`config.mk`:
```
export PLATFORM = sky130hd
export DESIGN_NAME = timer_regressivo
export DESIGN_NICKNAME = d
export VERILOG_FILES = /design/src/rtl/timer_regressivo_pkg.sv /design/src/rtl/timer_regressivo_divisor_en.sv /design/src/rtl/timer_regressivo.sv
export SDC_FILE = /design/constraint.sdc
export NUM_CORES = 1
export LEC_CHECK = 0
export ABC_AREA = 1
export BUFFER_PORTS_ARGS = -buffer_cell sky130_fd_sc_hd__buf_2
export CORE_MARGIN = 4
export CORE_UTILIZATION = 43
export DETAILED_ROUTE_END_ITERATION = 8
export PLACE_DENSITY = 0.7
export SLEW_MARGIN = 20
export SYNTH_ARGS = -nofsm -noshare
export SYNTH_HDL_FRONTEND = slang
export SYNTH_SLANG_ARGS = --single-unit
```
`constraint.sdc`:
```
create_clock -name clk -period 1.6 [get_ports clk]
set_input_delay 0.16 -clock clk [delete_from_list [all_inputs] [get_ports clk]]
set_output_delay 0.16 -clock clk [all_outputs]
set_load 0.1 [all_outputs]
```
`src/rtl/timer_regressivo_pkg.sv`:
```
// Shared definitions for the countdown timer: state encoding and default sizing.
package timer_regressivo_pkg;

  // 50 MHz system clock -> one tick per second
  localparam int unsigned DIV_DEFAULT   = 50_000_000;
  localparam int unsigned WIDTH_DEFAULT = 10;

  typedef enum logic [1:0] {
    IDLE    = 2'd0,
    PAUSED  = 2'd1,
    RUN     = 2'd2,
    EXPIRED = 2'd3
  } state_t;

endpackage

```
`src/rtl/timer_regressivo_divisor_en.sv`:
```
// Enable-gated, synchronously clearable modulo-DIV counter.
// wrap is the combinational "this edge wraps" strobe; tick is its registered copy.
module divisor_en #(
  parameter int unsigned DIV = 50_000_000
) (
  input  logic clk,
  input  logic rst_n,
  input  logic clr,
  input  logic en,
  output logic wrap,
  output logic tick
);

  localparam int unsigned CW = (DIV > 1) ? $clog2(DIV) : 1;

  logic [CW-1:0] cnt;

  assign wrap = en && !clr && (cnt == CW'(DIV - 1));

  // Count 0..DIV-1 while enabled; clear wins over enable; count holds otherwise
  always_ff @(posedge clk) begin
    if (!rst_n) begin
      cnt  <= '0;
      tick <= 1'b0;
    end else if (clr) begin
      cnt  <= '0;
      tick <= 1'b0;
    end else if (en) begin
      cnt  <= wrap ? '0 : cnt + CW'(1);
      tick <= wrap;
    end else begin
      tick <= 1'b0;
    end
  end

endmodule

```
`src/rtl/timer_regressivo.sv`:
```
// Countdown timer: loads a preset in seconds and counts down once per
// divider wrap while play_pause is high, pulsing done when it reaches zero.
module timer_regressivo
  import timer_regressivo_pkg::*;
#(
  parameter int unsigned DIV   = DIV_DEFAULT,
  parameter int unsigned WIDTH = WIDTH_DEFAULT
) (
  input  logic             clk,
  input  logic             rst_n,
  input  logic             play_pause,
  input  logic             load,
  input  logic [WIDTH-1:0] preset,
  output logic [WIDTH-1:0] q,
  output logic             tick_1s,
  output logic             running,
  output logic             done
);

  state_t state, state_nxt;
  logic   div_en;
  logic   wrap;

  // Divider advances whenever a nonzero count is present and play_pause is
  // high, so the resume edge itself advances it and the pause edge does not.
  assign div_en = play_pause && !load && ((state == RUN) || (state == PAUSED));

  divisor_en #(
    .DIV (DIV)
  ) u_div (
    .clk   (clk),
    .rst_n (rst_n),
    .clr   (load),
    .en    (div_en),
    .wrap  (wrap),
    .tick  (tick_1s)
  );

  // State register
  always_ff @(posedge clk) begin
    if (!rst_n) state <= IDLE;
    else        state <= state_nxt;
  end

  // Next-state logic; load overrides everything below reset
  always_comb begin
    state_nxt = state;
    if (load) begin
      if (preset == '0)    state_nxt = IDLE;
      else if (play_pause) state_nxt = RUN;
      else                 state_nxt = PAUSED;
    end else begin
      unique case (state)
        IDLE:    state_nxt = IDLE;
        PAUSED,
        RUN: begin
          if (!play_pause)                      state_nxt = PAUSED;
          else if (wrap && (q == WIDTH'(1)))    state_nxt = EXPIRED;
          else                                  state_nxt = RUN;
        end
        EXPIRED: state_nxt = IDLE;
        default: state_nxt = IDLE;
      endcase
    end
  end

  // Output decode from the registered state
  always_comb begin
    running = (state == RUN);
    done    = (state == EXPIRED);
  end

  // Remaining-seconds register: load, else decrement on each divider wrap
  always_ff @(posedge clk) begin
    if (!rst_n)    q <= '0;
    else if (load) q <= preset;
    else if (wrap) q <= q - WIDTH'(1);
  end

endmodule

```
After elaboration in Yosys (flattened, before gate mapping):

Cells that the tools add are included.

* add/subtract/negate cells: 2
* magnitude comparators: 0
* div/mod/pow operators: 0
* muxes and demuxes: 9
* reduce and logical (&&, ||, !) cells: 14
* shifts and indexed selects: 0
* $mul: 0
* equal/unequal tests: 5
* bitwise logic cells: 2

Operators by type and width (count)
* $add A26 B1 Y26 const B: 1
* $eq A26 B26 Y1 const B: 1
* $mux W26: 1
* $mux W10: 2
* $eq A10 B1 Y1 const B: 1
* $logic_not A10 Y1: 1
* $sub A10 B1 Y10 const B: 1
* $mux W2: 4
* $reduce_or A2 Y1: 3
* $logic_and A1 B1 Y1: 5
* $eq A2 B2 Y1 const B: 2
* $pmux W2 S2: 1
* $reduce_or A3 Y1: 1
* $eq A2 B1 Y1 const B: 1
* $logic_not A2 Y1: 1
* $not A1 Y1: 2
* $reduce_bool A2 Y1: 1
* $logic_not A1 Y1: 1
* $logic_or A1 B1 Y1: 1
* $mux W1: 1

* output and inout bits: 13
* RAM bits: 0
* bits in latches: 0
* input bits: 14
* memories: 0
* register bits after elaboration: 39
* bits in read-only memories: 0
* logic and storage cells: 36

Depth between registers and ports, before layout:

Gate-level depths: netlist of run 1.

* depth after elaboration: 10
* mapped depth: 11
* gate-level depth less buffers: 11

Modules after synthesis:

A second synthesis of run 1 with hierarchy kept.

* cells, all modules: 385
* area total of the unflattened synthesis: 2464.9 um2

By module, submodules not included
* divisor_en: area each 1620.3 um2, sequential area each 540.5 um2, cells an instance 258, times used 1
* timer_regressivo: area each 844.6 um2, sequential area each 240.2 um2, cells an instance 127, times used 1

Worst setup path before layout of run 1:

No wires, ideal clock.

* path kind: register -> register
* from: register q[0]
* to: register q[4]
* setup time: 0.112 ns
* slack: -0.464 ns
* arrival: 1.952 ns
* stages on the path, launching flop included: 9
* path buffers: 0
* period minus slack after synthesis: 2.064 ns
* data required time: 1.488 ns
* path through: dfxtp_1 -> inv_1 -> ha_1 -> nand2_1 -> nor2_1 -> o21ai_0 -> o21ai_0 -> nor2_1 -> nor2_1

* word-level cells in the longest chain between the ends: 3

RTL lines
* start: declaration: line timer_regressivo.sv:14 `output logic [WIDTH-1:0] q,`
* start signal: assignment: line timer_regressivo.sv:76 `else if (load) q <= preset;`
* start signal: assignment: line timer_regressivo.sv:77 `else if (wrap) q <= q - WIDTH'(1);`
* $sub A10 B1 Y10: line timer_regressivo.sv:77
* $mux W10: line timer_regressivo.sv:77
* $mux W10: line timer_regressivo.sv:76

Every way passes these cells. The select of a mux whose other input is x is not followed.
A chain may end at the register's enable or synchronous reset.

Worst setup path in the final report of run 1:

* from: register state[0]
* to: register u_div.cnt[25]

* word-level cells in the longest chain between the ends: 6
* elaborated cells between the ends (all ways): 7
* those cells by class: eq/ne: 2; mux: 1; reduce/logical: 4

RTL lines
* start: declaration: line timer_regressivo.sv:20 `state_t state, state_nxt;`
* start signal: assignment: line timer_regressivo.sv:42 `else state <= state_nxt;`
* $eq A2 B2 Y1 or $eq A2 B1 Y1 (tied branches): line timer_regressivo.sv:26 `assign div_en = play_pause && !load && ((state == RUN) || (state == PAUSED));`
* $logic_or A1 B1 Y1 (*): line timer_regressivo.sv:26
* $logic_and A1 B1 Y1 (*): line timer_regressivo.sv:26
* $logic_and A1 B1 Y1 (2 in series): line timer_regressivo_divisor_en.sv:18 `assign wrap = en && !clr && (cnt == CW'(DIV - 1));`
* $mux W26: line timer_regressivo_divisor_en.sv:29 `cnt <= wrap ? '0 : cnt + CW'(1);`
* end signal: assignment: line timer_regressivo_divisor_en.sv:29
* end: declaration: line timer_regressivo_divisor_en.sv:16 `logic [CW-1:0] cnt;`

Every way passes the cells marked *; elsewhere a longest branch is shown, timed or not.

==> results of run 1 <==
## per-stage QoR
stage          instances  instance area [sq um]
5_1_grt              498                   3038
2_1_floorplan        362                   2335
4_1_cts              495                   2934
3_3_place_gp         484                   2769
6_report             498                   3038
3_5_place_dp         484                   2769
## layer usage
| layer | vias up | global-route usage, % | wire [um] |
|---|---|---|---|
| met5 | - | 0 | 0 |
| met4 | 0 | 6.250 | 82 |
| met3 | 8 | 3.659 | 212 |
| met2 | 32 | 29.40 | 2522 |
| met1 | 1047 | 24.70 | 2791 |
| li1 | 1267 | - | - |
## power by group through the flow
stage | sequential, uW | clock [uW] | combinational (uW)
final | 1020 | 739 | 456
after global routing | 1020 | 800 | 495
after CTS | 1020 | 758 | 441
after detailed placement | 1040 | 0 | 431
after global placement | 1040 | 0 | 427
after floorplan | 1170 | 0 | 190
## worst max-delay path, delay by kind of cell (launching register included)
kind                     cells  cell delay [ns]
buffers and inverters        1             0.04
adder cells (fa/ha/maj)      1             0.24
AND/OR/NAND/NOR              8             0.85
flip-flops                   1             0.34
## cell families (layout without fill, tap and decap cells)
logic type	count (synthesis)	after routing	synth area share, %
DFF	39	39	33.75
xor gates and xnor gates	12	12	4.543
and+or+nand+nor	227	227	43.86
adders and majority gates	5	5	2.704
buffers and inverters	51	117	8.814
AOI/OAI and AO/OA	28	28	6.328
## registers in the layout (all words and copies together) (netlist names)
| signal | count |
|---|---|
| u_div.cnt | 26 |
| q | 10 |
| state | 2 |
| u_div.tick | 1 |
## worst max-delay path by stage
| stage | endpoint | slack (ns) | cells after the start |
|---|---|---|---|
| 5_1_grt | u_div.cnt[25] | -0.08 | 10 |
| 6_report | u_div.cnt[25] | 0.02 | 10 |
| 3_3_place_gp | u_div.cnt[25] | -0.04 | 10 |
| 2_1_floorplan | u_div.cnt[23] | 0.03 | 10 |
| 3_5_place_dp | u_div.cnt[23] | -0.11 | 11 |
| 4_1_cts | u_div.cnt[23] | 0.004 | 11 |
## placed cells by master, fill, tap and decap left out, drive strengths merged
cell type  instances
nor4               1
a21o               1
nand4              4
buf               63
a21oi             15
inv               45
clkbuf             8
clkinv             1
nand3             36
xor2              10
nor2              77
a31oi              1
dfxtp             39
xnor2              2
nor3               9
ha                 5
or2                2
nor3b              2
o21ai             10
nand2             96
a211oi             1
## Yosys cell counts, drive strengths merged, types with 2 or more instances
master and n:
xor2 10, nor3b 2, xnor2 2, nor2 77
o21ai 10, or2 2, clkbuf 2, inv 45
nand4 4, a21oi 15, nand2 96, buf 3
nor3 9, dfxtp 39, ha 5, nand3 36
## layout make-up
type                            instances  area [sq um]  share of cell area [%]
Multi-Input combinational cell        272          1450                   47.73
Clock buffer                            8         100.1                   3.295
Inverter                               46         175.2                   5.766
Timing Repair Buffer                   63         420.4                   13.84
Sequential cell                        39         804.5                   26.48
Tap cell                               70         87.58                   2.883
## repair_timing
action | CTS | global route
resized for setup | 8 | 29
pin swaps | 2 | 16
setup buffers | 3 | 3
setup endpoints to repair | 29 | 31
==> run summary, run 1 <==
Mapped cell area: 2313 sq um
CTS tree: yes
FF-to-FF Start: state[0]
Vias in the first global route: 2155
Slew at the pin closest to its max-slew limit: 0.4892 ns
Largest fanout on the critical path: 6
Die ar.: 6618 sq um
Synth warnings: 0
Die H: 81.35 um
# diodes: 0
Critical Path Source Type: register
Outcome: finished clean
Number of port buffers: 26
Ranking of synthesized cells by area: dfxtp_1, nand2_1, nor2_1
Switching Power: 693.3 uW
Core Util, Final: 58.73%
Core Region: 5172 sq um
Drt total wl: 5.609 mm
Worst EP required: 1.79 ns
Post-Route Setup TNS: 0 ns
DR vias: 2354
GPL Wtd Cong: 0.8717
Critical path startpoint: state[0]
Avg WL per Cell: 11.26 um
CP max-delay cell: dfxtp_2
Max clock buf depth: 2
DRC viols: 0
Filler instances: 475
Max Slew Vio Count: 0
Final WS setup: 0.02230 ns
Synth cell types: 34
Max VDD drop: 0.0004209 V
Setup slack at placement: -0.1130 ns
Top_reg_cell synth: dfxtp_1
Kind of critical path: reg2reg
Final setup viols: 0
Standard-cell rows: 26
Min-Delay Path Class: in2reg
Slowest Stage Delay on Critical Path: 0.34 ns
Relative slew slack: 67.61%
Max Clk Rate: 0.6338 GHz
Cell accounting for the most synthesized area: dfxtp_1
Final layout net count: 446
Max-Cap Viols: 0
Largest net degree at the start of global routing: 19
Switching share of power: 31.34%
Reg clk slew, reported paths: 0.08 ns
Syn Area/Cell: 6.391 sq um
Static Leak: 0.001341 uW
Drt pass-1 iters: 4
Cts hold-fix bufs: 0
Tot GR Track Use: 18.43%
Antenna-violating nets left: 0
Clock latency on the worst-skew pair: 0.29 ns
Final Total Pwr: 2212 uW
Depth of the worst register-to-register path: 10
Starting Density: 44.73%
Post-DP HPWL: 4.309 mm
Synth top area share: 33.75%
Reg power frac: 46.0%
DRT iter0 DRCs: 136
Logic pwr share: 20.6%
Layout area overhead: 31.31%
Hold Path Sink: state[1]
Post-DR vias/cell: 4.727
Register bit count reported by yosys: 39
R2R Setup Slk: 0.02 ns
Layout cells sized above 1: 29.44%
Worst clock skew: 0.007319 ns
Final Hold Fails: 0
Worst Path Arrival: 1.77 ns
PwrDens: 728.2 nW/um^2
CTS buffer count: 5
Post-Syn Instances: 362
# IOs: 27
RSZ-0062 raised after global routing: true
Fin crit share: 98.61%
Post-synth EDFFs: 0
CTS sink count: 39
Hold Path Stages: 3
Sequential fraction of the synthesis area: 33.75%
H-tree Lvls: 2
Shortest period the worst path allows: 1.578 ns
Internal: 1519 uW
Crit path cell chain: inv_2, ha_4, nor2_4, nand2_4, nor2_4, nand3_1, nor2_2, nand2_1, nand2_1, nor2_1
Syn nets: 381
First-pass GRT wire length: 9.597 mm
CTS Root Cell: clkbuf_8
Grt ovf: 0
Initial antenna violation count: 0
Clock power frac: 33.4%
Hold Startpoint: play_pause
Critical path capture point type: register
Chip width: 81.35 um
Reg2Reg Capture Point: u_div.cnt[25]
Hold_ws: 0.1389 ns
Fraction of registers with async set/reset: 0%
Power figures use the tool's default switching activity.
==> inputs of run 2 (changes only) <==
CTS_BUF_LIST = sky130_fd_sc_hd__clkbuf_4 sky130_fd_sc_hd__clkbuf_8 sky130_fd_sc_hd__clkbuf_16   (was default)
==> run summary, run 2 (synthesis gave the netlist of run 1 again) <==
Outcome: finished clean (unchanged)
Reg area: 804.5 sq um (unchanged)
CTS Root Cell: clkbuf_8 (unchanged)
Number of port buffers: 26 (unchanged)
Largest net degree at the start of global routing: 19 (unchanged)
Drt total wl: 5.620 mm (was 5.609 mm)
Layout cells sized above 1: 29.67% (was 29.44%)
Commonest non-fill, non-tap cell in the layout: nand2_1 (unchanged)
Die ar.: 6618 sq um (unchanged)
Max VDD drop: 0.0004540 V (was 0.0004209 V)
Initial antenna violation count: 0 (unchanged)
Worst EP required: 1.79 ns (about the same)
PwrDens: 733.4 nW/um^2 (was 728.2 nW/um^2)
Slowest Stage Delay on Critical Path: 0.34 ns (about the same)
Core Util, Final: 58.80% (was 58.73%)
Clock latency on the worst-skew pair: 0.29 ns (about the same)
Static Leak: 0.001344 uW (was 0.001341 uW)
CTS tree: yes (unchanged)
DRT iter0 DRCs: 137 (was 136)
Max clock buf depth: 2 (unchanged)
Min-Delay Path Class: in2reg (unchanged)
Core Region: 5172 sq um (unchanged)
Chip width: 81.35 um (unchanged)
Largest register FFs: 26 (unchanged)
CP max-delay cell: dfxtp_2 (unchanged)
Critical Path Source Type: register (unchanged)
Reg clk slew, reported paths: 0.08 ns (about the same)
Worst clock skew: 0.006214 ns (was 0.007319 ns)
# IOs: 27 (unchanged)
Vias in the first global route: 2155 (unchanged)
Antenna-violating nets left: 0 (unchanged)
Placed Instances: 484 (unchanged)
Regs by FF count: u_div.cnt (26), q (10), state (2) (unchanged)
Final Hold Fails: 0 (unchanged)
# diodes: 0 (unchanged)
First-pass GRT wire length: 9.597 mm (unchanged)
Worst Path Arrival: 1.77 ns (about the same)
Tot GR Track Use: 18.43% (unchanged)
Standard-cell rows: 26 (unchanged)
Area of the multi-input gates: 1450 sq um (unchanged)
DRC viols: 0 (unchanged)
Starting Density: 44.73% (unchanged)
CTS sink count: 39 (unchanged)
Critical path capture point type: register (unchanged)
Final setup viols: 0 (unchanged)
Kind of critical path: reg2reg (unchanged)
Max Slew Vio Count: 0 (unchanged)
Max Clk Rate: 0.6338 GHz (unchanged)
Final WS setup: 0.02230 ns (about the same)
Most frequent cells in the layout: nand2_1, nor2_1, inv_1 (unchanged)
Filler instances: 473 (was 475)
Final cell count without fillers: 498 (unchanged)
Relative slew slack: 67.61% (unchanged)
DR vias: 2350 (was 2354)
Drt pass-1 iters: 4 (unchanged)
Die H: 81.35 um (unchanged)
CTS buffer count: 5 (unchanged)
Final layout net count: 446 (unchanged)
GPL Wtd Cong: 0.8717 (unchanged)
Most flop-heavy register: u_div.cnt (unchanged)
Crit path cell chain: inv_2, ha_4, nor2_4, nand2_4, nor2_4, nand3_1, nor2_2, nand2_1, nand2_1, nor2_1 (unchanged)
Fin crit share: 98.61% (about the same)
R2R Setup Slk: 0.02 ns (about the same)
Max-Cap Viols: 0 (unchanged)
Final Total Pwr: 2231 uW (was 2212 uW)
Layout area overhead: 31.48% (was 31.31%)
Post-DP HPWL: 4.309 mm (unchanged)
Setup slack at placement: -0.1130 ns (unchanged)
Slew at the pin closest to its max-slew limit: 0.4892 ns (unchanged)
H-tree Lvls: 2 (unchanged)
Cts hold-fix bufs: 0 (unchanged)
Shortest period the worst path allows: 1.578 ns (about the same)
RSZ-0062 raised after global routing: true (unchanged)
Largest fanout on the critical path: 6 (unchanged)
Avg WL per Cell: 11.29 um (was 11.26 um)
Grt ovf: 0 (unchanged)
Post-DR vias/cell: 4.719 (was 4.727)
-- run 2: cell counts in the layout (fill, tap and decap cells not counted) --
Identical to the previous run, type by type.
-- run 2: area by class of cell --
class	count	area share, %
multi-input combinational	272	47.68
clock buffer	8	3.414
inverter	46	5.759
sequential	39	26.45
timing repair buffer	63	13.82
tap	70	2.879
-- run 2: worst paths after layout --
path | from | cells after the start | endpoint
min | play_pause | 3 | state[1]
max reg2reg | state[0] | 10 | u_div.cnt[25]
max | state[0] | 10 | u_div.cnt[25]
min reg2reg | u_div.cnt[2] | 2 | u_div.cnt[2]
-- run 2: per-layer routing --
layer | global-route usage [%] | vias to the layer above | part of all wire (%) | wire length, um
li1 | - | 1267 | - | -
met4 | 6.250 | 0 | 1.5 | 82
met3 | 3.659 | 8 | 3.7 | 206
met2 | 29.40 | 30 | 45 | 2522
met1 | 24.70 | 1045 | 50 | 2809
met5 | 0 | - | 0 | 0
-- run 2: critical path, delay by kind of cell (launching register included) --
family                     cells  cell delay [ns]
buffers and inverters          1             0.04
and+or+nand+nor                8             0.85
adders and majority gates      1             0.24
DFF                            1             0.34
-- run 2: what timing repair did --
item,CTS,global route
gates cloned,0,0
endpoints found under the setup margin,29,31
pin swaps,2,16
buffers inserted,3,3
resized for setup,8,29
-- run 2: metrics by stage --
step | setup TNS, ns | area [sq um] | hold slack (ns)
global route | -0.5545 | 3042 | 0.1447
global placement | -0.2139 | 2769 | 0.4423
finish | 0 | 3042 | 0.1392
floorplan | 0 | 2335 | 0.2559
CTS | 0 | 2938 | 0.1444
detailed placement | -1.140 | 2769 | 0.4387
-- run 2: power by group --
part           switching (uW)  internal [uW]  total (uW)
logic                     326            131         457
clock network             347            411         757
registers                22.2            995        1020
total                     695           1540        2230
